## src/rtl/cbm2_bus_pkg.sv

```systemverilog
// Shared types and parameter checks for the CBM-II bus sequencer.
package cbm2_bus_pkg;

    localparam int ADDR_W = 25;

    typedef enum logic [1:0] {
        SLOT_VID,
        SLOT_CPU,
        SLOT_LD,
        SLOT_IDLE
    } busSlot_t;

    // True when the window layout fits inside one half-phase without overlap.
    function automatic bit seqParamsOk(int clkDiv, int cycleLen, int ldSlot, bit turboEn);
        bit ok;
        ok = (cycleLen >= 1) &&
             (clkDiv >= 2 * cycleLen + 1) &&
             (ldSlot >= cycleLen) &&
             (ldSlot + cycleLen <= clkDiv - 1);
        if (turboEn) begin
            ok = ok && (clkDiv >= ldSlot + 2 * cycleLen);
        end
        return ok;
    endfunction

endpackage

```

## src/rtl/cbm2_bus_sequencer_if.sv

```systemverilog
// Loader handshake plus system-bus timing outputs of the bus sequencer.
interface cbm2_bus_sequencer_if;

    logic                              ld_req;
    logic                              ld_we;
    logic [cbm2_bus_pkg::ADDR_W-1:0]   ld_addr;
    logic [7:0]                        ld_data;
    logic                              ld_ack;
    logic [7:0]                        ld_q;
    logic [7:0]                        ram_q;

    logic                              phase;
    logic                              vidCycle;
    logic                              cpuCycle;
    logic                              ldCycle;
    logic [cbm2_bus_pkg::ADDR_W-1:0]   ld_sys_addr;
    logic                              ld_sys_we;
    logic [7:0]                        ld_sys_data;
    logic                              cpu_ce;
    logic                              cpu_halted;

    modport master (
        output ld_req, ld_we, ld_addr, ld_data, ram_q,
        input  ld_ack, ld_q, phase, vidCycle, cpuCycle, ldCycle,
               ld_sys_addr, ld_sys_we, ld_sys_data, cpu_ce, cpu_halted
    );

    modport slave (
        input  ld_req, ld_we, ld_addr, ld_data, ram_q,
        output ld_ack, ld_q, phase, vidCycle, cpuCycle, ldCycle,
               ld_sys_addr, ld_sys_we, ld_sys_data, cpu_ce, cpu_halted
    );

endinterface

```

## src/rtl/cbm2_slot_timer.sv

```systemverilog
// Half-phase slot counter, phase toggle and registered window decode.
// CBM2_SEQ_TURBO_EN adds a phase-0 CPU window when turbo is set.
module cbm2_slot_timer
    import cbm2_bus_pkg::*;
#(
    parameter int CLK_DIV   = 16,
    parameter int CYCLE_LEN = 4,
    parameter int LD_SLOT   = 8
) (
    input  logic clk_sys,
    input  logic reset_n,
    input  logic turbo,
    input  logic haltNext,
    output logic phase,
    output logic vidCycle,
    output logic cpuCycle,
    output logic cpuCe,
    output logic haltSample,
    output logic ldEnter,
    output logic ldSlotNext,
    output logic ldLastNext
);

    localparam int CW = $clog2(CLK_DIV);
    localparam logic [CW-1:0] LAST     = CW'(CLK_DIV - 1);
    localparam logic [CW-1:0] CYC      = CW'(CYCLE_LEN);
    localparam logic [CW-1:0] LD_FIRST = CW'(LD_SLOT);
    localparam logic [CW-1:0] LD_END   = CW'(LD_SLOT + CYCLE_LEN - 1);

    logic [CW-1:0] count;
    logic [CW-1:0] nextCount;
    logic          nextPhase;
    logic          armed;
    logic          wrap;
    logic          turboAct;
    busSlot_t      nextSlot;

    // The first clock after reset release is count 0, so the counter holds
    // at 0 until armed.
    assign wrap      = armed && (count == LAST);
    assign nextCount = (!armed || wrap) ? '0 : count + CW'(1);
    assign nextPhase = wrap ? ~phase : phase;

`ifdef CBM2_SEQ_TURBO_EN
    localparam logic [CW-1:0] VID_T_FIRST = CW'(LD_SLOT + CYCLE_LEN);

    logic turboQ;
    logic turboNext;

    assign turboNext = (wrap || !armed) ? turbo : turboQ;
    assign turboAct  = turboNext && !haltNext;

    always_ff @(posedge clk_sys or negedge reset_n) begin
        if (!reset_n) turboQ <= 1'b0;
        else          turboQ <= turboNext;
    end
`else
    logic unusedTurbo;
    assign unusedTurbo = turbo;
    assign turboAct    = 1'b0;
`endif

    // NOTE: every always_comb output gets a default first, otherwise an
    // untaken branch holds the old value and a latch is inferred.
    always_comb begin
        nextSlot = SLOT_IDLE;
        if (!nextPhase && !turboAct && (nextCount < CYC)) begin
            nextSlot = SLOT_VID;
`ifdef CBM2_SEQ_TURBO_EN
        end else if (!nextPhase && turboAct && ((nextCount - VID_T_FIRST) < CYC)) begin
            nextSlot = SLOT_VID;
`endif
        end else if ((nextPhase || turboAct) && !haltNext && (nextCount < CYC)) begin
            nextSlot = SLOT_CPU;
        end else if ((nextCount - LD_FIRST) < CYC) begin
            nextSlot = SLOT_LD;
        end
    end

    assign haltSample = wrap && !phase;
    assign ldEnter    = armed && (nextCount == LD_FIRST);
    assign ldSlotNext = (nextSlot == SLOT_LD);
    assign ldLastNext = (nextCount == LD_END);

    // NOTE: state registers use non-blocking assignments so every register
    // samples pre-edge values regardless of statement order.
    always_ff @(posedge clk_sys or negedge reset_n) begin
        if (!reset_n) begin
            count    <= '0;
            phase    <= 1'b0;
            armed    <= 1'b0;
            vidCycle <= 1'b0;
            cpuCycle <= 1'b0;
            cpuCe    <= 1'b0;
        end else begin
            armed    <= 1'b1;
            count    <= nextCount;
            phase    <= nextPhase;
            vidCycle <= (nextSlot == SLOT_VID);
            cpuCycle <= (nextSlot == SLOT_CPU);
            cpuCe    <= (nextPhase || turboAct) && !haltNext && (nextCount == LAST);
        end
    end

endmodule

```

## src/rtl/cbm2_bus_sequencer.sv

```systemverilog
// CBM-II system bus sequencer: slot timing, CPU halt and loader handshake.
// CBM2_SEQ_TURBO_EN enables the optional phase-0 CPU window (turbo input).
module cbm2_bus_sequencer
    import cbm2_bus_pkg::*;
#(
    parameter int CLK_DIV   = 16,
    parameter int CYCLE_LEN = 4,
    parameter int LD_SLOT   = 8
) (
    input  logic                 clk_sys,
    input  logic                 reset_n,
    input  logic                 ld_active,
    input  logic                 turbo,
    cbm2_bus_sequencer_if.slave  bus
);

`ifdef CBM2_SEQ_TURBO_EN
    localparam bit TURBO_EN = 1'b1;
`else
    localparam bit TURBO_EN = 1'b0;
`endif

    if (!seqParamsOk(CLK_DIV, CYCLE_LEN, LD_SLOT, TURBO_EN)) begin : gBadParams
        $error("cbm2_bus_sequencer: illegal CLK_DIV/CYCLE_LEN/LD_SLOT combination");
    end

    logic              phase;
    logic              vidCycle;
    logic              cpuCycle;
    logic              cpuCe;
    logic              haltSample;
    logic              ldEnter;
    logic              ldSlotNext;
    logic              ldLastNext;

    logic              halted;
    logic              haltNext;

    logic              ldOpen;
    logic              openNext;
    logic              ldWeQ;
    logic [ADDR_W-1:0] ldAddrQ;
    logic [7:0]        ldDataQ;
    logic              ldSysWe;
    logic              ldAck;
    logic [7:0]        ldQ;

    cbm2_slot_timer #(
        .CLK_DIV   (CLK_DIV),
        .CYCLE_LEN (CYCLE_LEN),
        .LD_SLOT   (LD_SLOT)
    ) u_timer (
        .clk_sys    (clk_sys),
        .reset_n    (reset_n),
        .turbo      (turbo),
        .haltNext   (haltNext),
        .phase      (phase),
        .vidCycle   (vidCycle),
        .cpuCycle   (cpuCycle),
        .cpuCe      (cpuCe),
        .haltSample (haltSample),
        .ldEnter    (ldEnter),
        .ldSlotNext (ldSlotNext),
        .ldLastNext (ldLastNext)
    );

    // Halt changes only at the end of the video half, so a started CPU
    // window always runs to completion.
    assign haltNext = haltSample ? ld_active : halted;

    // The slot opens on a sampled request and stays open to its last clock
    // even if the requester drops ld_req early.
    assign openNext = ldEnter ? bus.ld_req : (ldSlotNext && ldOpen);

    // NOTE: the latched loader payload is reset along with the control state
    // because it drives module outputs directly; plain storage need not be.
    always_ff @(posedge clk_sys or negedge reset_n) begin
        if (!reset_n) begin
            halted  <= 1'b0;
            ldOpen  <= 1'b0;
            ldWeQ   <= 1'b0;
            ldAddrQ <= '0;
            ldDataQ <= '0;
            ldSysWe <= 1'b0;
            ldAck   <= 1'b0;
            ldQ     <= '0;
        end else begin
            halted  <= haltNext;
            ldOpen  <= openNext;
            if (ldEnter && bus.ld_req) begin
                ldWeQ   <= bus.ld_we;
                ldAddrQ <= bus.ld_addr;
                ldDataQ <= bus.ld_data;
            end
            ldSysWe <= openNext && (ldEnter ? bus.ld_we : ldWeQ);
            ldAck   <= openNext && ldLastNext;
            if (ldAck && !ldWeQ) begin
                ldQ <= bus.ram_q;
            end
        end
    end

    assign bus.phase       = phase;
    assign bus.vidCycle    = vidCycle;
    assign bus.cpuCycle    = cpuCycle;
    assign bus.cpu_ce      = cpuCe;
    assign bus.cpu_halted  = halted;
    assign bus.ldCycle     = ldOpen;
    assign bus.ld_sys_addr = ldAddrQ;
    assign bus.ld_sys_data = ldDataQ;
    assign bus.ld_sys_we   = ldSysWe;
    assign bus.ld_ack      = ldAck;
    assign bus.ld_q        = ldQ;

endmodule

```

## src/flat_wrapper.sv

```systemverilog
// flat-port wrapper written by rule: the top's interface ports become plain ports
module cbm2_bus_sequencer_flat import cbm2_bus_pkg::*;
#(
    parameter int CLK_DIV   = 16,
    parameter int CYCLE_LEN = 4,
    parameter int LD_SLOT   = 8
)
  (clk_sys, reset_n, ld_active, turbo, bus_ld_req, bus_ld_we, bus_ld_addr, bus_ld_data, bus_ram_q, bus_ld_ack, bus_ld_q, bus_phase, bus_vidCycle, bus_cpuCycle, bus_ldCycle, bus_ld_sys_addr, bus_ld_sys_we, bus_ld_sys_data, bus_cpu_ce, bus_cpu_halted);
  cbm2_bus_sequencer_if bus_i ();
  input  logic clk_sys;
  input  logic reset_n;
  input  logic ld_active;
  input  logic turbo;
  input wire logic [$bits(bus_i.ld_req)-1:0] bus_ld_req;
  input wire logic [$bits(bus_i.ld_we)-1:0] bus_ld_we;
  input wire logic [$bits(bus_i.ld_addr)-1:0] bus_ld_addr;
  input wire logic [$bits(bus_i.ld_data)-1:0] bus_ld_data;
  input wire logic [$bits(bus_i.ram_q)-1:0] bus_ram_q;
  output wire logic [$bits(bus_i.ld_ack)-1:0] bus_ld_ack;
  output wire logic [$bits(bus_i.ld_q)-1:0] bus_ld_q;
  output wire logic [$bits(bus_i.phase)-1:0] bus_phase;
  output wire logic [$bits(bus_i.vidCycle)-1:0] bus_vidCycle;
  output wire logic [$bits(bus_i.cpuCycle)-1:0] bus_cpuCycle;
  output wire logic [$bits(bus_i.ldCycle)-1:0] bus_ldCycle;
  output wire logic [$bits(bus_i.ld_sys_addr)-1:0] bus_ld_sys_addr;
  output wire logic [$bits(bus_i.ld_sys_we)-1:0] bus_ld_sys_we;
  output wire logic [$bits(bus_i.ld_sys_data)-1:0] bus_ld_sys_data;
  output wire logic [$bits(bus_i.cpu_ce)-1:0] bus_cpu_ce;
  output wire logic [$bits(bus_i.cpu_halted)-1:0] bus_cpu_halted;
  assign bus_i.ld_req = bus_ld_req;
  assign bus_i.ld_we = bus_ld_we;
  assign bus_i.ld_addr = bus_ld_addr;
  assign bus_i.ld_data = bus_ld_data;
  assign bus_i.ram_q = bus_ram_q;
  assign bus_ld_ack = bus_i.ld_ack;
  assign bus_ld_q = bus_i.ld_q;
  assign bus_phase = bus_i.phase;
  assign bus_vidCycle = bus_i.vidCycle;
  assign bus_cpuCycle = bus_i.cpuCycle;
  assign bus_ldCycle = bus_i.ldCycle;
  assign bus_ld_sys_addr = bus_i.ld_sys_addr;
  assign bus_ld_sys_we = bus_i.ld_sys_we;
  assign bus_ld_sys_data = bus_i.ld_sys_data;
  assign bus_cpu_ce = bus_i.cpu_ce;
  assign bus_cpu_halted = bus_i.cpu_halted;
  cbm2_bus_sequencer #(.CLK_DIV(CLK_DIV), .CYCLE_LEN(CYCLE_LEN), .LD_SLOT(LD_SLOT)) u_core (.clk_sys(clk_sys), .reset_n(reset_n), .ld_active(ld_active), .turbo(turbo), .bus(bus_i));
endmodule
```

## config.mk

```make
export PLATFORM = sky130hd
export DESIGN_NAME = cbm2_bus_sequencer_flat
export DESIGN_NICKNAME = d
export VERILOG_FILES = /design/src/rtl/cbm2_bus_pkg.sv /design/src/rtl/cbm2_bus_sequencer_if.sv /design/src/rtl/cbm2_slot_timer.sv /design/src/rtl/cbm2_bus_sequencer.sv /design/src/flat_wrapper.sv
export SDC_FILE = /design/constraint.sdc
export NUM_CORES = 1
export LEC_CHECK = 0
export CORE_MARGIN = 3
export CORE_UTILIZATION = 30
export CTS_CLUSTER_DIAMETER = 40
export DETAILED_ROUTE_END_ITERATION = 10
export PLACE_DENSITY = 0.65
export RECOVER_POWER = 50
export SLEW_MARGIN = 20
export SYNTH_ARGS = -nofsm -noshare
export SYNTH_HDL_FRONTEND = slang
export SYNTH_HIERARCHICAL = 1
export SYNTH_SLANG_ARGS = --single-unit
```

## constraint.sdc

```tcl
create_clock -name clk_sys -period 3.5 [get_ports clk_sys]
set_input_delay 0.7 -clock clk_sys [delete_from_list [all_inputs] [get_ports clk_sys]]
set_output_delay 0.7 -clock clk_sys [all_outputs]
set_load 0.03 [all_outputs]
```

==> results of run 1 <==
## layout make-up
class	count	area, um^2	area share (%)
flip-flops and latches	55	1380	40.9
repair buffers	95	942	28.0
multi-input cells	80	826	24.5
well taps	99	124	3.68
clock buffers	6	72.6	2.16
clock inverters	2	12.5	0.372
inverters	3	11.3	0.335
## how the worst min path moves through the flow
stage                                        endpoint  slack (ns)
2_1_floorplan         u_core/bus.cpu_halted$_DFF_PN0_        0.40
6_report               u_core/bus.ld_q[7]$_DFFE_PN0P_        0.51
4_1_cts        u_core/bus.ld_sys_addr[21]$_DFFE_PN0P_        0.52
3_3_place_gp    u_core/bus.ld_sys_data[7]$_DFFE_PN0P_        0.49
5_1_grt         u_core/bus.ld_sys_addr[3]$_DFFE_PN0P_        0.53
3_5_place_dp    u_core/bus.ld_sys_data[4]$_DFFE_PN0P_        0.49
## cell usage in the layout, fill, tap and decap left out, drive strengths merged, types with 3 or more instances in the layout
cell	count
clkdlybuf4s50	86
dfrtp	55
mux2	42
dlygate4sd3	7
clkbuf	7
nand2	5
o21ai	3
nor2b	3
inv	3
nor2	3
## sequential cells by signal, summed over array words and instances (netlist names)
| signal | count |
|---|---|
| u_core/u_timer/vidCycle | 1 |
| u_core/u_timer/count | 4 |
| u_core/u_timer/armed | 1 |
| u_core/ldWeQ | 1 |
| u_core/bus.cpu_halted | 1 |
| u_core/bus.ld_sys_addr | 25 |
| u_core/bus.ld_ack | 1 |
| u_core/bus.ld_sys_we | 1 |
| u_core/u_timer/cpuCycle | 1 |
| u_core/u_timer/phase | 1 |
| u_core/bus.ld_q | 8 |
| u_core/bus.ldCycle | 1 |
| u_core/bus.ld_sys_data | 8 |
| u_core/u_timer/cpuCe | 1 |
## worst max-delay path: stages, from the launching register on
cell     delay, ns
dfrtp_1       0.42
ha_1          0.34
and3_2        0.26
o21ai_0       0.10
nor2_1        0.30
nand2_4       0.42
mux2_4        0.43
## cell families after synthesis
kind of cell,after synthesis
AND/OR/NAND/NOR,24
other,1
AO/OA/AOI/OAI,10
buffers and inverters,9
XOR/XNOR,1
adder cells (fa/ha/maj),2
multiplexers,42
flip-flops,55
## through the flow
stage          setup WS, ns  utilization (%)
6_report               1.10             46.1
5_1_grt               0.901             46.1
4_1_cts                1.09             46.2
3_5_place_dp           1.10             45.1
3_3_place_gp           1.13             45.1
2_1_floorplan          1.56                -
## routing by layer
metal	global-route usage (%)	vias to the layer above	routed length (um)
li1	-	688	-
met1	14.2	713	1970
met2	17.7	49	2350
met3	2.98	5	304
met4	3.30	0	56
met5	0	-	0
## power by group through the flow
| stage | Combinational [mW] | Clock, mW | Sequential, mW |
|---|---|---|---|
| CTS | 0.106 | 0.360 | 0.651 |
| floorplan | 0.0214 | 0 | 0.671 |
| global route | 0.112 | 0.386 | 0.653 |
| detailed placement | 0.105 | 0 | 0.664 |
| global placement | 0.104 | 0 | 0.663 |
| finish | 0.103 | 0.336 | 0.651 |
==> flow_metrics.tcl, run 1 <==
set metrics [dict create \
    status "finished, violations left" \
    violations "max-capacitance violations, max-slew violations" \
    dpl.hpwl_mm 3.39 \
    syn_area_um2 2280 \
    cp-end-kind "flip-flop" \
    clk_path_buf_depth 2 \
    synth-xor-area-share_pct 0.385 \
    total_power_mw 1.09 \
    drtIter0Drc 27 \
    post-synth-top-count-cell "dfrtp_1" \
    holdPathStages 1 \
    syn_inst 144 \
    portBuffers 94 \
    reg2reg_from "u_core/u_timer/count[0]$_DFF_PN0_" \
    r2r-end "u_core/bus.ld_sys_addr[3]$_DFFE_PN0P_" \
    yosysUniqueCellTypes 31 \
    wl_per_cell_um 13.8 \
    post-route-min-period_ns 2.40 \
    cts_tree "yes" \
    yosysWarnings 6 \
    rows 31 \
    ys_async_sr_fraction_pct 100 \
    cts.repair.resized 0 \
    slew_violations 39 \
    critPathLaunch "u_core/u_timer/count[0]$_DFF_PN0_" \
    synth_compound_area_share_pct 2.97 \
    seq_power_share_pct 59.7 \
    tightest_slew_ns 1.99 \
    syn_area_per_cell_um2 15.8 \
    area_growth_pct 47.8 \
    synth_edf_count 0 \
    p_per_area_nw_per_um2 324 \
    synth-main-ff-cell "dfrtp_1" \
    via_per_inst 4.28 \
    drtAntennaViolNets 0 \
    internal-power_mw 0.848 \
    core_area_um2 7290 \
    setup_viol_count_final 0 \
    io_pins 96 \
    cts_hold_buffers 0 \
    clock_latency_ns 0.30 \
    crit_path_start_kind "flip-flop" \
    vdd_drop_max_v 0.000131 \
    vias 1455 \
    reg2regPathDepth 6 \
    cap_violations 1 \
    fin_area_um2 3360 \
    hp-class "reg2reg" \
    fin_skew_ns 0.00678 \
    yosys.area.top_type_share_pct 60.5 \
    hp-start "u_core/bus.ld_q[7]$_DFFE_PN0P_" \
    synth_top_family_by_area "multiplexers" \
    nNetsFinal 289 \
    cts.sinks 55 \
    grt_overflow 0 \
    dieWidth_um 93.1 \
    grt_first_pass_wirelength_mm 7.54 \
    antenna_found_initial 0 \
    cts_made_buffers 5 \
    cp-endpoint "u_core/bus.ld_sys_addr[3]$_DFFE_PN0P_" \
    fmax_ghz 0.416 \
    clkTransAtPathRegs_ns 0.09 \
    worstPathArrival_ns 2.59 \
    post-route-period-util_pct 68.7 \
    cts_root_buffer "clkbuf_8" \
    drt_first_pass_iters 4 \
    cts_setup_buffers 0 \
    fin_cells 340 \
    rsz0062_at_grt "false" \
    p_comb_share_pct 9.4 \
    synthSimpleGateAreaFrac_pct 6.65 \
    cp_data_required_time_ns 3.69 \
    grt_max_degree 39 \
    grt_pass1_vias 1529 \
    yosysSeqAreaShare_pct 60.5 \
    synth_area_leaders "dfrtp_1 (60%), mux2_4 (18%), mux2_2 (7.4%), buf_6 (2.0%), ha_1 (1.1%)" \
    hold_ws_ns 0.511 \
    placed_area_um2 3290 \
    drt-total-wl_mm 4.68 \
    crit_type "reg2reg" \
    post-route-drc-count 0 \
    dieArea_um2 8670 \
    synth_commonest_cells "dfrtp_1 (55), mux2_4 (27), mux2_2 (15)" \
    grtUsageTotal_pct 10.9 \
    drive_gt1_share_pct 22.0 \
    switching_share_pct 22.2 \
    antenna_cells 0 \
    power.leakage_nw 1.63 \
    ys_seq_elements 55 \
    fp.dieH_um 93.1 \
    fillers 674 \
    timing.final.hold_violations 0 \
    max_slew_margin_pct -32.9 \
    initial_core_util_pct 31.2 \
    yosysTopAreaCell "dfrtp_1" \
    post_synth_fa_ha_maj_area_fraction_pct 1.10 \
    crit_fanout 36 \
    muxShareOfSynthArea_pct 25.2 \
    globalplace.congestion 0.734 \
    power.net_switching_mw 0.242 \
    cts_max_level 2 \
    power_frac_clock_pct 30.8 \
    timing.setup.tns_ns 0 \
    syn_nets 193 \
    dp_cells 332 \
    rrSetupSlack_ns 1.10 \
]
No activity file was read; power rests on OpenSTA's default activity.
==> run 2: changes to the inputs <==
- PLACE_DENSITY: 0.65 -> 0.67
- clock period: 3.5 -> 2 ns (I/O delays scaled with it)
==> flow_metrics.tcl, run 2 (synthesis gave the netlist of run 1 again) <==
set metrics [dict create \
    hold_ws_ns 0.177 \
    wl_per_cell_um 13.9 \
    fp.dieH_um 93.1 \
    fmax_ghz 0.532 \
    final_cell_mix "clkdlybuf4s50_1 (86), dfrtp_1 (55), mux2_4 (27)" \
    post-route-drc-count 0 \
    hp-class "in2async" \
    placed_area_um2 3380 \
    post-route-min-period_ns 1.88 \
    area_growth_pct 51.3 \
    crit_fanout 19 \
    fin_area_um2 3440 \
    cts.sinks 55 \
    drt_first_pass_iters 2 \
    timing.final.hold_violations 0 \
    cp_data_required_time_ns 2.20 \
    portBuffers 94 \
    finalWorstSetupSlack_ns 0.121 \
    globalplace.congestion 0.848 \
    drtAntennaViolNets 0 \
    grtUsageTotal_pct 11.1 \
    io_pins 96 \
    post-route-period-util_pct 94.0 \
    grt_overflow 0 \
    rrSetupSlack_ns 0.12 \
    setup_viol_count_final 0 \
    drt-total-wl_mm 4.81 \
    max_slew_margin_pct 42.1 \
    dieArea_um2 8670 \
    clock_latency_ns 0.30 \
    post-route-util_pct 47.2 \
    vias 1513 \
    cap_violations 0 \
    crit_path_start_kind "flip-flop" \
    clk_path_buf_depth 2 \
    cp-end-kind "flip-flop" \
    crit_type "reg2reg" \
    status "completed" \
    core_area_um2 7290 \
    initial_core_util_pct 31.2 \
    grt_first_pass_wirelength_mm 7.63 \
    cts_hold_buffers 0 \
    antenna_cells 0 \
    cts_root_buffer "clkbuf_8" \
    post-place-ws_ns 0.0113 \
    rows 31 \
    final_common_cell "clkdlybuf4s50_1" \
    dieWidth_um 93.1 \
    via_per_inst 4.36 \
    cts_tree "yes" \
    grt_max_degree 29 \
    fin_skew_ns 0.00891 \
    drtIter0Drc 45 \
    power.leakage_nw 1.66 \
    dpl.hpwl_mm 3.52 \
    tightest_slew_ns 0.869 \
    worstPathArrival_ns 2.08 \
    clkTransAtPathRegs_ns 0.10 \
    cts_max_level 2 \
    slew_violations 0 \
    antenna_found_initial 0 \
    drive_gt1_share_pct 25.0 \
    cts_made_buffers 5 \
    grt_pass1_vias 1611 \
    p_per_area_nw_per_um2 559 \
    nNetsFinal 296 \
    vdd_drop_max_v 0.000315 \
    largest_reg_flops 25 \
]
[run 2: area by class of cell]
type	count	area (um^2)
fillers	687	3850
clock buffers	6	72.6
inverters	3	11.3
repair buffers	102	1010
well taps	99	124
flip-flops and latches	55	1380
multi-input cells	80	842
clock inverters	2	12.5
[run 2: per-layer routing]
metal	wire length, um	up-vias	GRT usage [%]
li1	-	703	-
met4	42	0	3.30
met2	2610	44	20.3
met1	1860	762	12.3
met3	298	4	3.30
met5	0	-	0
[run 2: where the power goes]
group | leakage [nW] | internal (mW) | switching [mW]
Clock | 0.0412 | 0.246 | 0.351
Sequential | 0.759 | 1.13 | 0.0105
Combinational | 0.858 | 0.117 | 0.0741
[run 2: through the flow]
| step | instances | setup TNS [ns] | total power, mW |
|---|---|---|---|
| 2_1_floorplan | 144 | 0 | 1.21 |
| 6_report | 347 | 0 | 1.92 |
| 4_1_cts | 347 | 0 | 1.97 |
| 3_3_place_gp | 339 | 0 | 1.35 |
| 5_1_grt | 347 | -0.00203 | 2.02 |
| 3_5_place_dp | 339 | 0 | 1.36 |
[run 2: timing repair]
item,CTS,global route
endpoints found under the setup margin,1,34
buffers inserted,0,0
resized for setup,1,3
[run 2: path summary, 6_finish.rpt]
check	depth (start not counted)	start	end
min in group clk_sys	1	u_core/bus.ld_sys_addr[23]$_DFFE_PN0P_	u_core/bus.ld_sys_addr[23]$_DFFE_PN0P_
max	7	u_core/u_timer/count[1]$_DFF_PN0_	u_core/bus.ld_sys_addr[9]$_DFFE_PN0P_
min reg2reg	1	u_core/bus.ld_sys_addr[23]$_DFFE_PN0P_	u_core/bus.ld_sys_addr[23]$_DFFE_PN0P_
min	1	reset_n	u_core/bus.ld_sys_addr[6]$_DFFE_PN0P_
max in group asynchronous	2	reset_n	u_core/u_timer/cpuCe$_DFF_PN0_
max reg2reg	7	u_core/u_timer/count[1]$_DFF_PN0_	u_core/bus.ld_sys_addr[9]$_DFFE_PN0P_
[run 2: critical path: stages, from the launching register on]
cell and delay [ns]:
dfrtp_1 0.41, ha_2 0.22, nor3b_1 0.22, a31oi_1 0.10, nor2_2 0.24, nand2_4 0.10
buf_12 0.17, mux2_4 0.31
